File: src/rtl/vram_arbiter_if.sv
// vram_arbiter_if -- bus bundle between the VRAM arbiter, the video fetcher,
// the CPU requester and the single-port synchronous RAM.
//
// Groups:
//   video : vid_active, vid_addr (to arbiter); vid_data, vid_valid, vid_stale (from arbiter)
//   cpu   : cpu_req, cpu_we, cpu_addr, cpu_wdata (to arbiter);
//           cpu_ack, cpu_rdata, cpu_wait (from arbiter)
//   ram   : mem_addr, mem_we, mem_wdata (from arbiter); mem_rdata (to arbiter)
//
// Modports:
//   slave  : the arbiter's view
//   master : the environment's view (fetcher, CPU, RAM)
interface vram_arbiter_if #(
    parameter int AW  = 16,
    parameter int DW  = 8,
    parameter int WCW = 8
);
    logic          vid_active;
    logic [AW-1:0] vid_addr;
    logic [DW-1:0] vid_data;
    logic          vid_valid;
    logic          vid_stale;

    logic           cpu_req;
    logic           cpu_we;
    logic [AW-1:0]  cpu_addr;
    logic [DW-1:0]  cpu_wdata;
    logic           cpu_ack;
    logic [DW-1:0]  cpu_rdata;
    logic [WCW-1:0] cpu_wait;

    logic [AW-1:0] mem_addr;
    logic          mem_we;
    logic [DW-1:0] mem_wdata;
    logic [DW-1:0] mem_rdata;

    modport slave (
        input  vid_active, vid_addr,
        input  cpu_req, cpu_we, cpu_addr, cpu_wdata,
        input  mem_rdata,
        output vid_data, vid_valid, vid_stale,
        output cpu_ack, cpu_rdata, cpu_wait,
        output mem_addr, mem_we, mem_wdata
    );

    modport master (
        output vid_active, vid_addr,
        output cpu_req, cpu_we, cpu_addr, cpu_wdata,
        output mem_rdata,
        input  vid_data, vid_valid, vid_stale,
        input  cpu_ack, cpu_rdata, cpu_wait,
        input  mem_addr, mem_we, mem_wdata
    );
endinterface

File: src/rtl/vram_arbiter.sv
// vram_arbiter -- shares one single-port synchronous VRAM between the video
// fetcher (one read per clock while vid_active) and a CPU req/ack port.
//
// Ports:
//   clk        video clock
//   reset_n    asynchronous active-low reset
//   bus        vram_arbiter_if.slave (video, CPU and RAM signal groups)
//   state_dbg  current FSM state (0=IDLE, 1=DATA, 2=HOLD)
//
// Optional feature: define VRAM_ARB_STEAL_EN to let a CPU that has waited
// MAX_WAIT cycles steal one video slot (flagged on vid_stale next cycle).
// Without it video has strict priority and vid_stale is constant 0.
//
// CPU handshake: cpu_req is a level, with cpu_we/cpu_addr/cpu_wdata stable
// while it is high. The access is granted (RAM port driven by the CPU) in
// the single IDLE cycle T where cpu_req=1 and video does not own the port;
// cpu_ack pulses for one cycle in T+2 and the requester must drop cpu_req
// then. A cpu_req still high in T+3 starts a new access. cpu_req is
// ignored in DATA and HOLD.
module vram_arbiter #(
    parameter int AW       = 16,
    parameter int DW       = 8,
    parameter int MAX_WAIT = 64,
    parameter int WCW      = 8
) (
    input  logic             clk,
    input  logic             reset_n,
    vram_arbiter_if.slave    bus,
    output logic [1:0]       state_dbg
);

    typedef enum logic [1:0] {
        IDLE = 2'd0,
        DATA = 2'd1,
        HOLD = 2'd2
    } state_t;

`ifdef VRAM_ARB_STEAL_EN
    localparam bit STEAL_EN = 1'b1;
`else
    localparam bit STEAL_EN = 1'b0;
`endif

    localparam logic [WCW-1:0] WAIT_SAT   = '1;
    localparam logic [WCW-1:0] MAX_WAIT_W = WCW'(MAX_WAIT);

    state_t         state, state_nxt;
    logic           cpu_grant;
    logic           steal;
    logic [WCW-1:0] wait_cnt, wait_nxt;
    logic           rd_q;          // granted access was a read
    logic           cpu_ack_q;
    logic [DW-1:0]  cpu_rdata_q;
    logic           vid_valid_q;
    logic           vid_stale_q;

    // With the feature off STEAL_EN folds the comparison away.
    assign steal     = STEAL_EN && (wait_cnt >= MAX_WAIT_W);
    assign cpu_grant = (state == IDLE) && bus.cpu_req && (!bus.vid_active || steal);

    // RAM port mux. The CPU only owns the port in its grant cycle, so video
    // fetches proceed untouched while the FSM is in DATA/HOLD.
    assign bus.mem_addr  = cpu_grant ? bus.cpu_addr : bus.vid_addr;
    assign bus.mem_we    = reset_n && cpu_grant && bus.cpu_we;
    assign bus.mem_wdata = bus.cpu_wdata;

    // Video sees RAM data directly; the RAM's own latency is the only delay.
    assign bus.vid_data  = bus.mem_rdata;
    assign bus.vid_valid = vid_valid_q;
    assign bus.vid_stale = vid_stale_q;

    assign bus.cpu_ack   = cpu_ack_q;
    assign bus.cpu_rdata = cpu_rdata_q;
    assign bus.cpu_wait  = wait_cnt;

    assign state_dbg = state;

    always_comb begin
        state_nxt = state;
        case (state)
            IDLE:    if (cpu_grant) state_nxt = DATA;
            DATA:    state_nxt = HOLD;
            HOLD:    state_nxt = IDLE;
            default: state_nxt = IDLE;
        endcase
    end

    // Saturating wait counter: counts only stalled IDLE cycles, holds while
    // an access is in flight, clears on grant or once the request drops.
    always_comb begin
        wait_nxt = wait_cnt;
        if (!bus.cpu_req || cpu_grant) begin
            wait_nxt = '0;
        end else if ((state == IDLE) && (wait_cnt != WAIT_SAT)) begin
            wait_nxt = wait_cnt + 1'b1;
        end
    end

    always_ff @(posedge clk or negedge reset_n) begin
        if (!reset_n) begin
            state       <= IDLE;
            wait_cnt    <= '0;
            rd_q        <= 1'b0;
            cpu_ack_q   <= 1'b0;
            cpu_rdata_q <= '0;
            vid_valid_q <= 1'b0;
            vid_stale_q <= 1'b0;
        end else begin
            state       <= state_nxt;
            wait_cnt    <= wait_nxt;
            vid_valid_q <= bus.vid_active && !cpu_grant;
            vid_stale_q <= STEAL_EN && cpu_grant && bus.vid_active;
            if (cpu_grant) begin
                rd_q <= !bus.cpu_we;
            end
            case (state)
                DATA: begin
                    // RAM data for the address issued in the grant cycle.
                    cpu_ack_q <= 1'b1;
                    if (rd_q) begin
                        cpu_rdata_q <= bus.mem_rdata;
                    end
                end
                HOLD:    cpu_ack_q <= 1'b0;
                default: ;
            endcase
        end
    end

endmodule
File: src/flat_wrapper.sv
// flat-port wrapper written by rule: the top's interface ports become plain ports
module vram_arbiter_flat 
#(
    parameter int AW       = 16,
    parameter int DW       = 8,
    parameter int MAX_WAIT = 64,
    parameter int WCW      = 8
)
  (clk, reset_n, state_dbg, bus_vid_active, bus_vid_addr, bus_cpu_req, bus_cpu_we, bus_cpu_addr, bus_cpu_wdata, bus_mem_rdata, bus_vid_data, bus_vid_valid, bus_vid_stale, bus_cpu_ack, bus_cpu_rdata, bus_cpu_wait, bus_mem_addr, bus_mem_we, bus_mem_wdata);
  vram_arbiter_if #(.AW(AW), .DW(DW), .WCW(WCW)) bus_i ();
  input  logic clk;
  input  logic reset_n;
  output logic [1:0] state_dbg;
  input wire logic [$bits(bus_i.vid_active)-1:0] bus_vid_active;
  input wire logic [$bits(bus_i.vid_addr)-1:0] bus_vid_addr;
  input wire logic [$bits(bus_i.cpu_req)-1:0] bus_cpu_req;
  input wire logic [$bits(bus_i.cpu_we)-1:0] bus_cpu_we;
  input wire logic [$bits(bus_i.cpu_addr)-1:0] bus_cpu_addr;
  input wire logic [$bits(bus_i.cpu_wdata)-1:0] bus_cpu_wdata;
  input wire logic [$bits(bus_i.mem_rdata)-1:0] bus_mem_rdata;
  output wire logic [$bits(bus_i.vid_data)-1:0] bus_vid_data;
  output wire logic [$bits(bus_i.vid_valid)-1:0] bus_vid_valid;
  output wire logic [$bits(bus_i.vid_stale)-1:0] bus_vid_stale;
  output wire logic [$bits(bus_i.cpu_ack)-1:0] bus_cpu_ack;
  output wire logic [$bits(bus_i.cpu_rdata)-1:0] bus_cpu_rdata;
  output wire logic [$bits(bus_i.cpu_wait)-1:0] bus_cpu_wait;
  output wire logic [$bits(bus_i.mem_addr)-1:0] bus_mem_addr;
  output wire logic [$bits(bus_i.mem_we)-1:0] bus_mem_we;
  output wire logic [$bits(bus_i.mem_wdata)-1:0] bus_mem_wdata;
  assign bus_i.vid_active = bus_vid_active;
  assign bus_i.vid_addr = bus_vid_addr;
  assign bus_i.cpu_req = bus_cpu_req;
  assign bus_i.cpu_we = bus_cpu_we;
  assign bus_i.cpu_addr = bus_cpu_addr;
  assign bus_i.cpu_wdata = bus_cpu_wdata;
  assign bus_i.mem_rdata = bus_mem_rdata;
  assign bus_vid_data = bus_i.vid_data;
  assign bus_vid_valid = bus_i.vid_valid;
  assign bus_vid_stale = bus_i.vid_stale;
  assign bus_cpu_ack = bus_i.cpu_ack;
  assign bus_cpu_rdata = bus_i.cpu_rdata;
  assign bus_cpu_wait = bus_i.cpu_wait;
  assign bus_mem_addr = bus_i.mem_addr;
  assign bus_mem_we = bus_i.mem_we;
  assign bus_mem_wdata = bus_i.mem_wdata;
  vram_arbiter #(.AW(AW), .DW(DW), .MAX_WAIT(MAX_WAIT), .WCW(WCW)) u_core (.clk(clk), .reset_n(reset_n), .bus(bus_i), .state_dbg(state_dbg));
endmodule
File: config.mk
export PLATFORM = sky130hd
export DESIGN_NAME = vram_arbiter_flat
export DESIGN_NICKNAME = d
export VERILOG_FILES = /design/src/rtl/vram_arbiter_if.sv /design/src/rtl/vram_arbiter.sv /design/src/flat_wrapper.sv
export SDC_FILE = /design/constraint.sdc
export NUM_CORES = 1
export LEC_CHECK = 0
export BUFFER_PORTS_ARGS = -buffer_cell sky130_fd_sc_hd__buf_4
export CORE_MARGIN = 4
export CORE_UTILIZATION = 41
export CTS_BUF_LIST = sky130_fd_sc_hd__clkbuf_8
export CTS_CLUSTER_SIZE = 20
export DETAILED_ROUTE_END_ITERATION = 6
export PLACE_DENSITY = 0.88
export SLEW_MARGIN = 5
export SYNTH_ARGS = -nofsm -noshare
export SYNTH_HDL_FRONTEND = slang
export SYNTH_SLANG_ARGS = --single-unit
File: constraint.sdc
create_clock -name clk -period 2.3 [get_ports clk]
set_clock_uncertainty 0.1 [all_clocks]
set_input_delay 0.115 -clock clk [delete_from_list [all_inputs] [get_ports clk]]
set_output_delay 0.115 -clock clk [all_outputs]
set_load 0.05 [all_outputs]
Word level (Yosys, flattened, before mapping)
Index checks and enable logic that the tools add are counted.
{"block": "op_classes", "n_addsub": 1, "muxes": 6, "eq_ne": 4, "n_reduce_logical": 15}
{"cell": "16-bit 2-to-1 mux", "count": 1}
{"cell": "8-bit 2-to-1 mux", "count": 2}
{"cell": "8-bit by 1-bit adder with 8-bit output, second input constant", "count": 1}
{"cell": "8-bit inequality test, second input constant", "count": 1}
{"cell": "1-bit logical AND", "count": 6}
{"cell": "1-bit logical NOT", "count": 4}
{"cell": "2-bit one-hot mux with 2 select lines", "count": 1}
{"cell": "2-bit nonzero test", "count": 2}
{"cell": "2-bit by 1-bit == test with 1-bit output, second input constant", "count": 1}
{"cell": "2-bit == test, second input constant", "count": 1}
{"cell": "2-bit logical NOT", "count": 1}
{"cell": "2-bit 2-to-1 mux", "count": 1}
{"cell": "2-bit by 1-bit inequality test with 1-bit output, second input constant", "count": 1}
{"cell": "1-bit one-hot mux with 2 select lines", "count": 1}
{"cell": "2-bit AND reduction", "count": 1}
{"cell": "1-bit logical OR", "count": 1}
{"block": "word_totals", "word_cells": 32, "ff_bits": 21}

Depth between registers and ports, before layout
{"block": "depth", "ltp_word": 5, "depth_mapped": 7}

Worst setup path after synthesis
No wires, ideal clock.
{"block": "synth_path", "kind": "register to output", "from": "reg u_core.state[0] (netlist: u_core.state_dbg[0])", "to": "out bus_mem_we", "stages_incl_launch_ff": 7, "path_buffers": 2, "setup_slack_ps": -35, "t_required_ps": 2085, "arrival_ps": 2120, "cell_sequence": "dfrtp_1 inv_1 ha_1 nand3b_1 buf_2 buf_6 nor2_1"}
{"block": "synth_via", "elab_chain_len": 5}
{"element": "start, declared", "line": "vram_arbiter.sv:47", "source": "state_t state, state_nxt;"}
{"element": "start signal, assigned", "line": "vram_arbiter.sv:109", "source": "state <= state_nxt;"}
{"element": "2-bit logical NOT", "line": "vram_arbiter.sv:59", "source": "assign cpu_grant = (state == IDLE) && bus.cpu_req && (!bus.vid_active || steal);"}
{"element": "1-bit logical AND (2 in series)", "line": "vram_arbiter.sv:59"}
{"element": "1-bit logical AND (2 in series)", "line": "vram_arbiter.sv:64", "source": "assign bus.mem_we = reset_n && cpu_grant && bus.cpu_we;"}
{"element": "end, declared", "line": "flat_wrapper.sv:28", "source": "output wire logic [$bits(bus_i.mem_we)-1:0] bus_mem_we;"}
No other way between the ends.

Worst setup path after layout
{"block": "layout_path", "from": "reg u_core.state[1] (netlist: u_core.state_dbg[1])", "to": "out bus_mem_addr[6]"}
{"block": "layout_via", "elab_chain_len": 4}
{"element": "2-bit logical NOT", "line": "vram_arbiter.sv:59"}
{"element": "1-bit logical AND (2 in series)", "line": "vram_arbiter.sv:59"}
{"element": "16-bit 2-to-1 mux", "line": "vram_arbiter.sv:63", "source": "assign bus.mem_addr = cpu_grant ? bus.cpu_addr : bus.vid_addr;"}
{"element": "end, declared", "line": "flat_wrapper.sv:27", "source": "output wire logic [$bits(bus_i.mem_addr)-1:0] bus_mem_addr;"}
No other way between the ends.

==> impl_metrics.ini <==
[layout]
layout.nets = 264
drive_gt1_share_pct = 63.2
fill_cells = 254
final_cell_area_um2 = 2050
syn2layout_area_growth_pct = 49.9
n_antenna_cell = 0

[placed_design]
portBuffers = 89
place_congestion = 0.738
place_area_um2 = 1940
hpwl_um = 2940

[die]
dieArea_um2 = 4320
ios = 107
start_util_pct = 43.7
row_count = 20
fp.dieH_um = 65.7
fp.dieW_um = 65.7
coreArea_um2 = 3130

[drt]
drc_errors = 0
vias = 1175
routed_via_density = 4.74
antenna_left = 0
dr.pass1.iters = 4
drt_wl_total_um = 3580
first_iter_violations = 16
post_drt_wl_per_cell_um = 14.4

[logic_synthesis]
synth_common_cells = mux2_2, dfrtp_1, buf_4
synth_flop_cell = dfrtp_1
netlist_instances = 125
yosysTopAreaCell = dfrtp_1
async_reset_ff_share_pct = 100
synth-edff-count = 0
netlist_area_um2 = 1370
syn-num-nets = 184
ys_seq_area_share_pct = 38.5
synthTopCellsByArea = dfrtp_1, mux2_2, buf_4, ha_1, nand2_1
synth_top_area_share_pct = 38.5
ys.warnings.count = 0
syn_area_per_cell_um2 = 10.9
ys_types = 27
synth_seq_cells = 21
yosysMostFrequentCell = mux2_2

[grt]
grt_pass1_vias = 1212
grt-ovfl-total = 0
grt_pass1_wl_um = 5510
antenna_found_initial = 0
grt.total_usage_pct = 16.7
grt_max_degree = 23

[critical_path]
crit_path_start_kind = flip-flop
path_max_fanout = 19
worst_ep_arrival_time_ps = 1920
worstPathCellList = inv_1, ha_1, nand3b_1, buf_6, mux2_2, buf_4
end_kind = output pin
max_stage_delay_ps = 380
slowest_stage = dfrtp_1
worstPathRequired_ps = 2090
critical_path_class = reg -> out

[pwr]
seqPwrFrac_pct = 26.5
p_int_mw = 1.06
swShare_pct = 48.3
ir_drop_uv = 532
power.density_nw_per_um2 = 1000
p_switching_mw = 0.992
pwr-share-clk_pct = 11.5
leakage_nw = 1.03
power_frac_comb_pct = 62.1

[status]
status = finished clean

[clock_network]
cts_tree = yes
clock_latency_ps = 260
root_buffer = clkbuf_8
cts_made_buffers = 3
cts.sinks = 21
clk_path_buf_depth = 2
clk_pin_slew_worst_paths_ps = 70
htreeDepth = 1

[timing]
hold_viol_final = 0
slew_violations = 0
min_period_ps = 2130
fin_tns_setup_ps = 0
rsz0062_at_grt = no
finalCritPeriodShare_pct = 92.8
max_freq_ghz = 0.468
finalSetupViolations = 0

[hold_path]
hp-class = in -> reg

[flow_run]
maxCapViolCount = 0
final timing paths:
check	startpoint	end	slack (ps)	depth (start not counted)
setup / recovery	u_core.state_dbg[1]	bus_mem_addr[6]	170	6
hold / removal	bus_mem_rdata[6]	u_core.bus.cpu_rdata[6]	8	2
setup reg to reg	u_core.state_dbg[1]	u_core.bus.cpu_wait[7]	470	6
hold reg to reg	u_core.rd_q	u_core.rd_q	390	2
max in group asynchronous	reset_n	u_core.state_dbg[1]	1680	2
min in group asynchronous	reset_n	u_core.state_dbg[0]	190	2
critical path, delay by kind of cell, from the launching register on:
kind                       cells  cell delay [ps]
adders and majority gates      1              280
buffers and inverters          3              500
DFF                            1              380
muxes                          1              370
and+or+nand+nor                1              130
metal layers:
| metal | global-route usage (%) | part of all wire, % | vias up |
|---|---|---|---|
| met5 | 0 | 0 | - |
| met4 | 5.44 | 1.0 | 0 |
| met3 | 2.56 | 8.6 | 2 |
| met2 | 32.2 | 54 | 59 |
| met1 | 18.3 | 36 | 532 |
| li1 | - | - | 582 |
flip-flops by register name (all words and copies together), names as in the netlist:
name and count:
u_core.rd_q 1, u_core.bus.cpu_rdata 8, u_core.bus.cpu_wait 8, u_core.bus.cpu_ack 1, u_core.state_dbg 2, u_core.bus.vid_valid 1
cells in the final DEF, fill, tap and decap left out, types with 2 or more instances in the layout:
master | synthesis | final
buf_4 | 17 | 90
mux2_2 | 25 | 25
dfrtp_1 | 21 | 21
nand2_1 | 9 | 9
nand3_1 | 6 | 6
o21ai_0 | 6 | 6
ha_1 | 6 | 6
dlygate4sd3_1 | 0 | 5
inv_1 | 4 | 4
a21oi_1 | 4 | 4
nor2_1 | 5 | 4
a22o_2 | 3 | 3
clkbuf_8 | 0 | 3
nand4_1 | 2 | 2
a21o_2 | 2 | 2
timing repair:
action / 4_1_cts / 5_1_grt
endpoints found under the setup margin: 0 / 16
gates resized for setup: 0 / 1
buffers inserted: 0 / 1
hold buffers: 5 / 0
hold endpoints to repair: 25 / 0
power groups by stage:
| stage | Clock (mW) | Sequential [mW] | Combinational [mW] |
|---|---|---|---|
| floorplan | 0 | 0.903 | 0.587 |
| global placement | 0 | 0.548 | 1.24 |
| global route | 0.254 | 0.559 | 1.35 |
| finish | 0.235 | 0.544 | 1.28 |
| detailed placement | 0 | 0.556 | 1.26 |
| CTS | 0.246 | 0.548 | 1.27 |
cell type report:
type                            count  area (µm²)  share of cell area, %
Clock inverter                      1        5.00                  0.244
Multi-Input combinational cell     79         669                   32.7
Clock buffer                        3        41.3                   2.02
Sequential cell                    21         526                   25.7
Inverter                            4        15.0                  0.733
Tap cell                           44        55.1                   2.69
Timing Repair Buffer               96         737                   36.0
cells by family after synthesis:
group / after synthesis / share of synthesized area (%)
AOI/OAI and AO/OA: 20 / 12.5
other: 1 / 0.274
buffers and inverters: 25 / 12.7
DFF: 21 / 38.5
and+or+nand+nor: 26 / 9.25
muxes: 26 / 21.3
adders and majority gates: 6 / 5.49
through the flow:
step	utilization, %	hold slack (ps)	cells	power [mW]	setup slack, ps
2_1_floorplan	-	-281	125	1.49	51.0
3_3_place_gp	62.0	-83.8	238	1.79	410
3_5_place_dp	62.0	-77.6	238	1.82	335
4_1_cts	65.1	2.44	247	2.07	47.7
5_1_grt	65.5	2.74	248	2.17	62.1
6_report	65.5	8.32	248	2.06	165
(Power assumes the default switching activity.)
